[src/rtl/rgmii_transmitter.sv]
`timescale 1ns / 1ps
// ---------------------------------------------------------------------------
// rgmii_transmitter
//
// Transmit half of the RGMII MAC/PHY interface. Takes frame bytes (CRC already
// appended) from a valid/ready/last stream. It prepends preamble + SFD, holds
// off for the inter-packet gap after every frame, and drives the 4-bit DDR
// TXD / TX_CTL pins plus the forwarded TXC. It moves one byte per 125 MHz clock.
//
// Parameters
//   XILINX          1: ODDRE1 primitives drive the pins (synthesis only),
//                   0: behavioural DDR model
//   PREAMBLE_BYTES  number of 0x55 bytes before the SFD (1..15)
//   IPG_BYTES       idle byte-times after each frame or discard (1..255)
//
// Optional feature macro
//   RGMII_TX_ERROR_PROPAGATION_EN
//     defined   : an underrun puts one 0x00 byte on the wire with TX_EN=1,
//                 TX_ER=1, so the PHY signals a receive error to the far end
//     undefined : an underrun simply drops TX_EN and truncates the frame;
//                 the far end rejects it on CRC
//
// Ports
//   clock          in   125 MHz TX clock
//   reset_n        in   asynchronous, active-low reset
//   s_data[7:0]    in   frame byte
//   s_valid        in   s_data valid
//   s_last         in   s_data is the final byte of the frame
//   s_ready        out  byte accepted when s_valid && s_ready at posedge
//   rgmii_txd[3:0] out  DDR data: rise = byte[3:0], fall = byte[7:4]
//   rgmii_tx_ctl   out  DDR control: rise = TX_EN, fall = TX_EN ^ TX_ER
//   rgmii_txc      out  forwarded clock, in phase with clock
//   tx_busy        out  high whenever the FSM is not IDLE
//   underrun       out  one-cycle pulse after s_valid dropped mid-frame
//   frame_count    out  frames completed cleanly (wraps)
// ---------------------------------------------------------------------------
module rgmii_transmitter #(
    parameter int XILINX         = 0,
    parameter int PREAMBLE_BYTES = 7,
    parameter int IPG_BYTES      = 12
) (
    input  logic        clock,
    input  logic        reset_n,
    input  logic [7:0]  s_data,
    input  logic        s_valid,
    input  logic        s_last,
    output logic        s_ready,
    output logic [3:0]  rgmii_txd,
    output logic        rgmii_tx_ctl,
    output logic        rgmii_txc,
    output logic        tx_busy,
    output logic        underrun,
    output logic [31:0] frame_count
);

    typedef enum logic [2:0] {
        ST_IDLE,
        ST_PREAMBLE,
        ST_SFD,
        ST_DATA,
        ST_UNDERRUN,
        ST_DISCARD,
        ST_IPG
    } state_t;

    localparam logic [7:0] PREAMBLE_LAST = 8'(PREAMBLE_BYTES - 1);
    localparam logic [7:0] IPG_LAST      = 8'(IPG_BYTES - 1);
    localparam logic [7:0] PREAMBLE_BYTE = 8'h55;
    localparam logic [7:0] SFD_BYTE      = 8'hD5;

`ifdef RGMII_TX_ERROR_PROPAGATION_EN
    localparam logic ERR_TX_EN = 1'b1;
    localparam logic ERR_TX_ER = 1'b1;
`else
    localparam logic ERR_TX_EN = 1'b0;
    localparam logic ERR_TX_ER = 1'b0;
`endif

    state_t     state;
    logic [7:0] count;

    // Byte stage: the byte that the DDR stage puts on the pins at the next edge.
    logic [7:0] txd8;
    logic       tx_en;
    logic       tx_er;

    // Behavioural DDR registers: {ctl, nibble} for the rising and falling halves.
    logic [4:0] rise_q;
    logic [4:0] fall_q;

    // Main FSM. It also loads the byte stage, so every pin value is registered.
    // The first preamble byte is loaded on the edge that leaves IDLE. This
    // makes the idle run between frames exactly IPG_BYTES byte-times, even
    // though IDLE itself takes one cycle to notice s_valid.
    always_ff @(posedge clock or negedge reset_n) begin
        if (!reset_n) begin
            state       <= ST_IDLE;
            count       <= 8'd0;
            s_ready     <= 1'b0;
            tx_busy     <= 1'b0;
            underrun    <= 1'b0;
            frame_count <= 32'd0;
            txd8        <= 8'd0;
            tx_en       <= 1'b0;
            tx_er       <= 1'b0;
        end else begin
            underrun <= 1'b0;
            txd8     <= 8'd0;
            tx_en    <= 1'b0;
            tx_er    <= 1'b0;

            case (state)
                ST_IDLE: begin
                    if (s_valid) begin
                        txd8    <= PREAMBLE_BYTE;
                        tx_en   <= 1'b1;
                        tx_busy <= 1'b1;
                        count   <= 8'd1;
                        if (PREAMBLE_BYTES == 1) begin
                            state <= ST_SFD;
                        end else begin
                            state <= ST_PREAMBLE;
                        end
                    end
                end

                ST_PREAMBLE: begin
                    txd8  <= PREAMBLE_BYTE;
                    tx_en <= 1'b1;
                    if (count == PREAMBLE_LAST) begin
                        state <= ST_SFD;
                    end else begin
                        count <= count + 8'd1;
                    end
                end

                // s_ready is raised here so that it is already high in the
                // first DATA cycle.
                ST_SFD: begin
                    txd8    <= SFD_BYTE;
                    tx_en   <= 1'b1;
                    s_ready <= 1'b1;
                    state   <= ST_DATA;
                end

                ST_DATA: begin
                    if (s_valid) begin
                        txd8  <= s_data;
                        tx_en <= 1'b1;
                        if (s_last) begin
                            s_ready     <= 1'b0;
                            count       <= 8'd0;
                            frame_count <= frame_count + 32'd1;
                            state       <= ST_IPG;
                        end
                    end else begin
                        // The error byte (or idle) goes into the byte stage on
                        // this edge. It then follows the last good byte on the
                        // wire with no gap.
                        txd8     <= 8'd0;
                        tx_en    <= ERR_TX_EN;
                        tx_er    <= ERR_TX_ER;
                        underrun <= 1'b1;
                        s_ready  <= 1'b0;
                        state    <= ST_UNDERRUN;
                    end
                end

                ST_UNDERRUN: begin
                    s_ready <= 1'b1;
                    state   <= ST_DISCARD;
                end

                ST_DISCARD: begin
                    if (s_valid && s_last) begin
                        s_ready <= 1'b0;
                        count   <= 8'd0;
                        state   <= ST_IPG;
                    end
                end

                ST_IPG: begin
                    if (count == IPG_LAST) begin
                        tx_busy <= 1'b0;
                        state   <= ST_IDLE;
                    end else begin
                        count <= count + 8'd1;
                    end
                end

                default: begin
                    s_ready <= 1'b0;
                    tx_busy <= 1'b0;
                    state   <= ST_IDLE;
                end
            endcase
        end
    end

    // Behavioural DDR stage. Both halves of a byte are captured on the same
    // rising edge (SAME_EDGE). The level of clock then chooses which half is
    // on the pins: rise data while clock is high, fall data while it is low.
    always_ff @(posedge clock or negedge reset_n) begin
        if (!reset_n) begin
            rise_q <= 5'd0;
            fall_q <= 5'd0;
        end else begin
            rise_q <= {tx_en, txd8[3:0]};
            fall_q <= {tx_en ^ tx_er, txd8[7:4]};
        end
    end

    generate
        if (XILINX != 0) begin : g_oddr
`ifdef SYNTHESIS
            for (genvar i = 0; i < 4; i++) begin : g_txd
                ODDRE1 #(
                    .SRVAL(1'b0)
                ) u_oddr_txd (
                    .Q (rgmii_txd[i]),
                    .C (clock),
                    .D1(txd8[i]),
                    .D2(txd8[i+4]),
                    .SR(!reset_n)
                );
            end

            ODDRE1 #(
                .SRVAL(1'b0)
            ) u_oddr_ctl (
                .Q (rgmii_tx_ctl),
                .C (clock),
                .D1(tx_en),
                .D2(tx_en ^ tx_er),
                .SR(!reset_n)
            );

            // The reset is not applied to TXC, so the PHY keeps its clock
            // while the MAC is held in reset.
            ODDRE1 #(
                .SRVAL(1'b0)
            ) u_oddr_txc (
                .Q (rgmii_txc),
                .C (clock),
                .D1(1'b1),
                .D2(1'b0),
                .SR(1'b0)
            );
`else
            // The vendor primitive only exists in the vendor library. Outside
            // synthesis, the behavioural model stands in for it.
            assign rgmii_txd    = clock ? rise_q[3:0] : fall_q[3:0];
            assign rgmii_tx_ctl = clock ? rise_q[4]   : fall_q[4];
            assign rgmii_txc    = clock;
`endif
        end else begin : g_behav
            assign rgmii_txd    = clock ? rise_q[3:0] : fall_q[3:0];
            assign rgmii_tx_ctl = clock ? rise_q[4]   : fall_q[4];
            assign rgmii_txc    = clock;
        end
    endgenerate

endmodule

[config.mk]
export PLATFORM = sky130hd
export DESIGN_NAME = rgmii_transmitter
export DESIGN_NICKNAME = d
export VERILOG_FILES = /design/src/rtl/rgmii_transmitter.sv
export SDC_FILE = /design/constraint.sdc
export NUM_CORES = 1
export LEC_CHECK = 0
export ABC_CLOCK_PERIOD_IN_PS = 2000
export BUFFER_PORTS_ARGS = -buffer_cell sky130_fd_sc_hd__buf_2
export CORE_MARGIN = 4
export CORE_UTILIZATION = 40
export DETAILED_ROUTE_END_ITERATION = 10
export HOLD_SLACK_MARGIN = 0.08
export PLACE_DENSITY = 0.6
export SETUP_SLACK_MARGIN = 0.05
export SYNTH_ARGS = -nofsm -noshare
export SYNTH_HDL_FRONTEND = slang
export SYNTH_SLANG_ARGS = --single-unit
export TNS_END_PERCENT = 100
[constraint.sdc]
create_clock -name clock -period 2 [get_ports clock]
set_clock_uncertainty 0.15 [all_clocks]
set_input_delay 0.3 -clock clock [delete_from_list [all_inputs] [get_ports clock]]
set_output_delay 0.3 -clock clock [all_outputs]
set_load 0.02 [all_outputs]
Yosys cells after proc, flatten, opt, wreduce, memory -nomap -nowiden
Cells that the tools add are included.

storage, ports and cells
  flip-flop bits (word level) = 65
  input port bits = 12

operators by class
  add/subtract/negate cells = 2
  equality and inequality tests = 17
  muxes and demuxes = 30
  bitwise logic cells = 2
  reductions and logical operators = 13

operators by type and width
  operator                                       count
  two-way mux 8 bit                              7
  one-hot mux 8 bit (5 select lines)             1
  adder 32 x 1 -> 32 bit, second input constant  1
  one-hot mux 8 bit (4 select lines)             1
  one-hot mux 3 bit (7 select lines)             1
  two-way mux 3 bit                              6
  != test 2 bit, second input constant           8
  == test 3 bit, second input constant           3
  two-way mux 1 bit                              9
  AND reduction 3 bit                            3
  adder 8 x 1 -> 8 bit, second input constant    1
  == test 8 x 3 -> 1 bit, second input constant  1
  == test 8 x 4 -> 1 bit, second input constant  1
  two-way mux 7 bit                              1
  AND reduction 7 bit                            1
  == test 3 x 2 -> 1 bit, second input constant  2
  OR reduction 2 bit                             3
  AND reduction 5 bit                            1
  nonzero test 5 bit                             1
  OR reduction 5 bit                             1
  two-way mux 4 bit                              1
  one-hot mux 1 bit (4 select lines)             1
  == test 3 x 1 -> 1 bit, second input constant  1
  logical NOT 3 bit                              1
  6 further kinds                                7

Depth between registers and ports, before layout
Gate-level depths: netlist of run 1.

  depth in word-level cells = 4
  mapped depth = 6
  depth with buffers taken out = 6

==> results.yml, run 1 <==
pwr:
  switchingPower_w: 0.00175
  p_leak_nw: 1.87
  switching_share: 0.359
  p_comb_frac: 0.284
  power_frac_seq: 0.365
  p_int_w: 0.00312
  power.clock.fraction: 0.351
  power.density_nw_per_um2: 1230
  peakVddDrop_mv: 0.499
setup_path:
  critical_path_required_ps: 1550
  timing.rr.start: "state[1]"
  end_kind: "output port"
  cp-startpoint: "clock"
  critPathArrivalTime_ps: 1660
  critical_path_class: "clk2out"
  startpoint_type: "clock port"
  path_max_fanout: 2
job:
  drv_cap: 0
synth:
  synthCells: 273
  synthSimpleGateAreaFrac: 0.192
  ys_async_sr_fraction: 1.00
  synthMuxAreaShare: 0.0184
  synth_top_area_frac: 0.524
  syn_nets: 288
  seq_area_frac_synth: 0.524
  synth_compound_area_frac: 0.118
  ys_ff_latch: 64
  synthAdderAreaFrac: 0.0123
  ys.flop_type: "dfrtp_1"
  synth-edff-count: 0
  yosysTopAreaCell: "dfrtp_1"
  synth_area_leaders: "dfrtp_1 (52%), xnor2_1 (8.3%), nand4_1 (3.3%)"
  syn_avg_cell_area_um2: 11.2
  syn-cell-area_um2: 3060
  synth_top_family_by_area: "simple AND/OR/NAND/NOR gates"
  yosys.area_share.xor_xnor: 0.0917
  ys_types: 53
  yosysWarnings: 0
route:
  wl_mm: 6.81
  vias_per_cell: 5.09
  dr.pass1.iters: 4
  first_iter_violations: 160
  ant_nets: 0
  drc: 0
  wl_per_cell_um: 14.6
  via_count: 2373
timing:
  hold_viol: 0
  slew_headroom: 0.694
  slew_violations: 0
  setup_ws_ps: -110
  worst_slew_pin_slew_ps: 455
  rsz0062_at_grt: "yes"
  hold_ws_ps: 167
  setup_violations: 4
die:
  core_area_um2: 7330
  die_area_um2: 9100
  rows: 31
  die_w_um: 95.4
  io_pins: 53
  die_y_um: 95.4
  initial_core_util: 0.417
finish:
  drive_above_1_share: 0.322
  final_cell_mix: "dfrtp_1 (62), buf_2 (46), xnor2_1 (29)"
  final_nets: 376
  antenna_cells: 0
  layout_commonest_cell: "dfrtp_1"
  finalNonFillerCells: 466
  area_delta_synth_final_pct: 30.0
  nFillCells: 639
clocking:
  clk_pin_slew_ps: 70
  worstSkewPairLatency_ps: 450
  cts_tree: "done"
run_status:
  violations: "negative setup slack"
  status: "complete, but fails checks"
placement:
  dp.cells: 429
  portBuffers: 52
  place_hpwl_mm: 4.28
  place.gp.congestion: 0.825
grt:
  antenna_found_initial: 0
  overflow: 0
  grt_first_pass_wirelength_mm: 10.6
  grt_pass1_vias: 2304
  grt_usage: 0.154
  grt_max_degree: 65
worst_hold_path:
  hold_class: "in2reg"
  hp-start: "s_valid"
[power groups by stage]
stage / clock [W] / sequential (W) / combinational, W
floorplan: 0.000202 / 0.00175 / 0.000964
global placement: 0.000228 / 0.00178 / 0.00130
detailed placement: 0.000228 / 0.00178 / 0.00130
CTS: 0.00171 / 0.00176 / 0.00132
global route: 0.00186 / 0.00181 / 0.00152
finish: 0.00171 / 0.00178 / 0.00138
[per-stage QoR]
step	power (W)	setup TNS, ps	instance area (um^2)	util	setup slack (ps)
floorplan	0.00292	0	3060	-	155
global placement	0.00330	0	3490	0.476	152
detailed placement	0.00331	0	3490	0.476	126
CTS	0.00478	-513	3870	0.528	-134
global route	0.00519	-434	3970	0.542	-122
finish	0.00487	-381	3970	0.542	-110
[timing repair]
item	CTS	global route
endpoints found under the setup margin	4	12
endpoints found under the hold margin	73	0
gates resized for setup	9	15
setup buffers	0	5
gates cloned	0	1
hold buffers	10	0
pin swaps	0	2
[state kept, by name, indices dropped and copies added (netlist names), 3 cells and up]
| name | count |
|---|---|
| state | 3 |
| frame_count | 32 |
| rise_q | 4 |
| txd8 | 8 |
| count | 8 |
| fall_q | 5 |
[final cells by class]
| cell class | count | area (um^2) | share of cell area |
|---|---|---|---|
| Timing Repair Buffer | 79 | 519 | 0.131 |
| Clock inverter | 7 | 48.8 | 0.0123 |
| Inverter | 12 | 45.0 | 0.0113 |
| Clock buffer | 20 | 269 | 0.0677 |
| Sequential cell | 64 | 1600 | 0.404 |
| Multi-Input combinational cell | 185 | 1360 | 0.343 |
| Tap cell | 99 | 124 | 0.0312 |
[metal layers]
metal,share of wire,vias up,track usage
met2,0.45,57,0.223
met3,0.061,11,0.0592
met5,0,-,0
met4,0.013,0,0.0818
met1,0.48,1149,0.198
li1,-,1156,-
[cell usage after synthesis, types with 2 or more instances]
cell / count
a22oi_1: 5
mux2_2: 5
xnor2_1: 29
buf_6: 3
a21oi_1: 10
and4_1: 2
nand2b_1: 4
clkbuf_1: 3
and3_1: 5
nand3b_1: 3
xor2_1: 3
nand2_1: 18
inv_1: 12
nand3_1: 18
buf_4: 5
nor4_4: 2
nor2_1: 10
o31ai_1: 3
nand4_1: 16
ha_1: 3
o21a_1: 2
and2_1: 4
o221ai_1: 2
dfrtp_1: 64
o21ai_0: 9
o22ai_1: 3
nor3_1: 4
[worst max-delay path, stage by stage]
cell and delay, ps:
buf_8 100, clkbuf_16 130, mux2_4 290, buf_6 130
[cells by family (layout without fill, tap and decap cells)]
logic type	after synthesis	count (layout)
and+or+nand+nor	96	96
DFF	64	64
AOI/OAI and AO/OA	49	49
xor gates and xnor gates	32	32
buffers and inverters	24	118
muxes	5	5
adders and majority gates	3	3
[path summary, 6_finish.rpt]
path                             endpoint  slack, ps  cells past startpoint
max                          rgmii_txd[1]       -110                      4
min                              underrun        170                      3
max reg2reg                      count[3]        120                      4
min reg2reg                     rise_q[1]        200                      0
max in group asynchronous        count[1]       1180                      3
min in group asynchronous  frame_count[5]        240                      3
(Power assumes the default switching activity.)
==> inputs of run 2 (changes only) <==
--- a/config.mk
+++ b/config.mk
@@ -5,13 +5,14 @@
 export SDC_FILE = /design/constraint.sdc
 export NUM_CORES = 1
 export LEC_CHECK = 0
+export ABC_AREA = 1
 export ABC_CLOCK_PERIOD_IN_PS = 2000
 export BUFFER_PORTS_ARGS = -buffer_cell sky130_fd_sc_hd__buf_2
 export CORE_MARGIN = 4
 export CORE_UTILIZATION = 40
 export DETAILED_ROUTE_END_ITERATION = 10
 export HOLD_SLACK_MARGIN = 0.08
-export PLACE_DENSITY = 0.6
+export PLACE_DENSITY = 0.59
 export SETUP_SLACK_MARGIN = 0.05
 export SYNTH_ARGS = -nofsm -noshare
 export SYNTH_HDL_FRONTEND = slang
==> run 2 against run 1 <==
Compared with the run above:
- the flow still finishes with violations (negative setup slack)
- via count grew 39%
- routed wire length grew 32%
- sequential power shrank 3%
- synthesized cell count grew 79%
- largest power group is now the clock network
==> results.yml, run 2 <==
timing:
  slew_headroom: 0.737
  setup_violations: 4
  hold_viol: 0
  fin_setup_tns_ps: -306
  setup_ws_ps: -88.7
  hold_ws_ps: 200
  slew_violations: 0
  rsz0062_at_grt: "yes"
  worst_slew_pin_slew_ps: 395
route:
  via_count: 3294
  ant_nets: 0
  vias_per_cell: 4.80
  wl_per_cell_um: 13.1
  dr.pass1.iters: 4
  drc: 0
  wl_mm: 8.96
  first_iter_violations: 183
setup_path:
  critical_path_class: "clk2out"
  r2r_setup_slack_ps: 170
  path_max_fanout: 3
  crit_end: "rgmii_txd[0]"
  startpoint_type: "clock port"
  worstReg2RegEnd: "txd8[6]"
  reg2regPathDepth: 5
  end_kind: "output port"
  timing.rr.start: "state[1]"
  cp-startpoint: "clock"
  critical_path_required_ps: 1550
  critPathArrivalTime_ps: 1640
grt:
  grt_first_pass_wirelength_mm: 14.9
  grt_pass1_vias: 3199
  grt_max_degree: 65
  overflow: 0
  antenna_found_initial: 0
  grt_usage: 0.186
finish:
  largestRegisters: "frame_count (32), count (8), txd8 (8)"
  antenna_cells: 0
  nFillCells: 823
  area_delta_synth_final_pct: 24.7
  seq_area_um2: 1600
  layout_commonest_cell: "nand2_1"
  multi_input_area_um2: 1760
  drive_above_1_share: 0.185
  largest-register: "frame_count"
  final_cell_mix: "nand2_1 (193), nor2_1 (69), dfrtp_1 (64)"
  fin_util: 0.515
  finalNonFillerCells: 686
  largest_reg_flops: 32
  final_nets: 587
synth:
  syn_nets: 505
  yosysMostFrequentCell: "nand2_1"
  ys_async_sr_fraction: 1.00
  syn_avg_cell_area_um2: 7.35
  netlist_top_cells_count: "nand2_1 (193), nor2_1 (70), dfrtp_1 (64), inv_1 (47), nand3_1 (35)"
  syn-cell-area_um2: 3600
  ys.flop_type: "dfrtp_1"
  seq_area_frac_synth: 0.445
  synth_area_leaders: "dfrtp_1 (44%), nand2_1 (20%), nor2_1 (7.3%)"
  ys_ff_latch: 64
  ys_types: 31
  yosysWarnings: 0
  yosysTopAreaCell: "dfrtp_1"
  synth_top_area_frac: 0.445
  synth-edff-count: 0
  synthCells: 490
die:
  die_w_um: 103
  io_pins: 53
  initial_core_util: 0.413
  rows: 34
  die_area_um2: 10600
  core_area_um2: 8720
  die_y_um: 103
clocking:
  clk_pin_slew_ps: 70
  postCtsSetupBuffers: 0
  cts_tree: "done"
  worstSkewPairLatency_ps: 460
worst_hold_path:
  hold_depth: 0
  hold_class: "reg2reg"
pwr:
  power.density_nw_per_um2: 1080
  p_leak_nw: 2.30
  peakVddDrop_mv: 0.553
run_status:
  status: "complete, but fails checks"
  violations: "negative setup slack"
placement:
  place.gp.congestion: 0.940
  dp.cells: 648
  portBuffers: 52
  place_hpwl_mm: 6.38
job:
  drv_cap: 0
==> run 2: cell count changes after synthesis, sizes merged, moves of 5 or more <==
cell / change
nand4: -8
xor2: +6
xnor2: -21
inv: +39
and3: -5
nand3: +21
nor2: +67
a22oi: -6
nand2: +179
a21oi: -5
==> run 2: cell type report <==
class                           instances  area share
Timing Repair Buffer                   70       0.104
Clock buffer                           19      0.0526
Clock inverter                          7      0.0231
Tap cell                              108      0.0301
Multi-Input combinational cell        367       0.392
Inverter                               51      0.0426
Sequential cell                        64       0.356
==> run 2: timing repair <==
item / 4_1_cts / 5_1_grt
hold buffers: 17 / 0
hold endpoints to repair: 74 / 0
resized for setup: 8 / 8
pin swaps: 0 / 0
endpoints found under the setup margin: 4 / 8
==> run 2: worst min path at each step <==
stage | from | endpoint | slack [ps]
global placement | txd8[7] | fall_q[3] | 180
floorplan | reset_n | count[0] | -150
finish | txd8[4] | fall_q[0] | 200
CTS | txd8[5] | fall_q[1] | 200
detailed placement | txd8[5] | fall_q[1] | 180
global route | txd8[2] | rise_q[2] | 210
==> run 2: cell families (layout without fill, tap and decap cells) <==
| group | count (synthesis) | after routing | synth area share |
|---|---|---|---|
| AND/OR/NAND/NOR | 330 | 330 | 0.400 |
| multiplexers | 4 | 4 | 0.0125 |
| XOR/XNOR | 17 | 17 | 0.0413 |
| buffers and inverters | 59 | 147 | 0.0698 |
| AO/OA/AOI/OAI | 13 | 13 | 0.0208 |
| flip-flops | 64 | 64 | 0.445 |
| adder cells (fa/ha/maj) | 3 | 3 | 0.0104 |
==> run 2: routing by layer <==
metal  routed length [um]  vias to the layer above  GRT usage
met5                    0                        -          0
met1                 4010                     1515      0.231
met3                  579                       13     0.0636
met2                 4230                       83      0.287
met4                  142                        0     0.0946
li1                     -                     1683          -
==> run 2: power breakdown <==
group          switching, W  internal (W)
clock              0.000795       0.00112
combinational      0.000812      0.000411
sequential         0.000188       0.00153
==> run 2: through the flow <==
stage                     area (um^2)  setup slack (ps)  total power [W]
final                            4490             -88.7          0.00486
after global placement           4000               159          0.00314
after floorplan                  3600               244          0.00282
after global routing             4490              -101          0.00518
after detailed placement         4000               159          0.00316
after CTS                        4480              -120          0.00484
==> run 2: worst max-delay path, stage by stage <==
cell and delay, ps:
buf_8 100, buf_8 110, mux2_4 290, buf_6 130
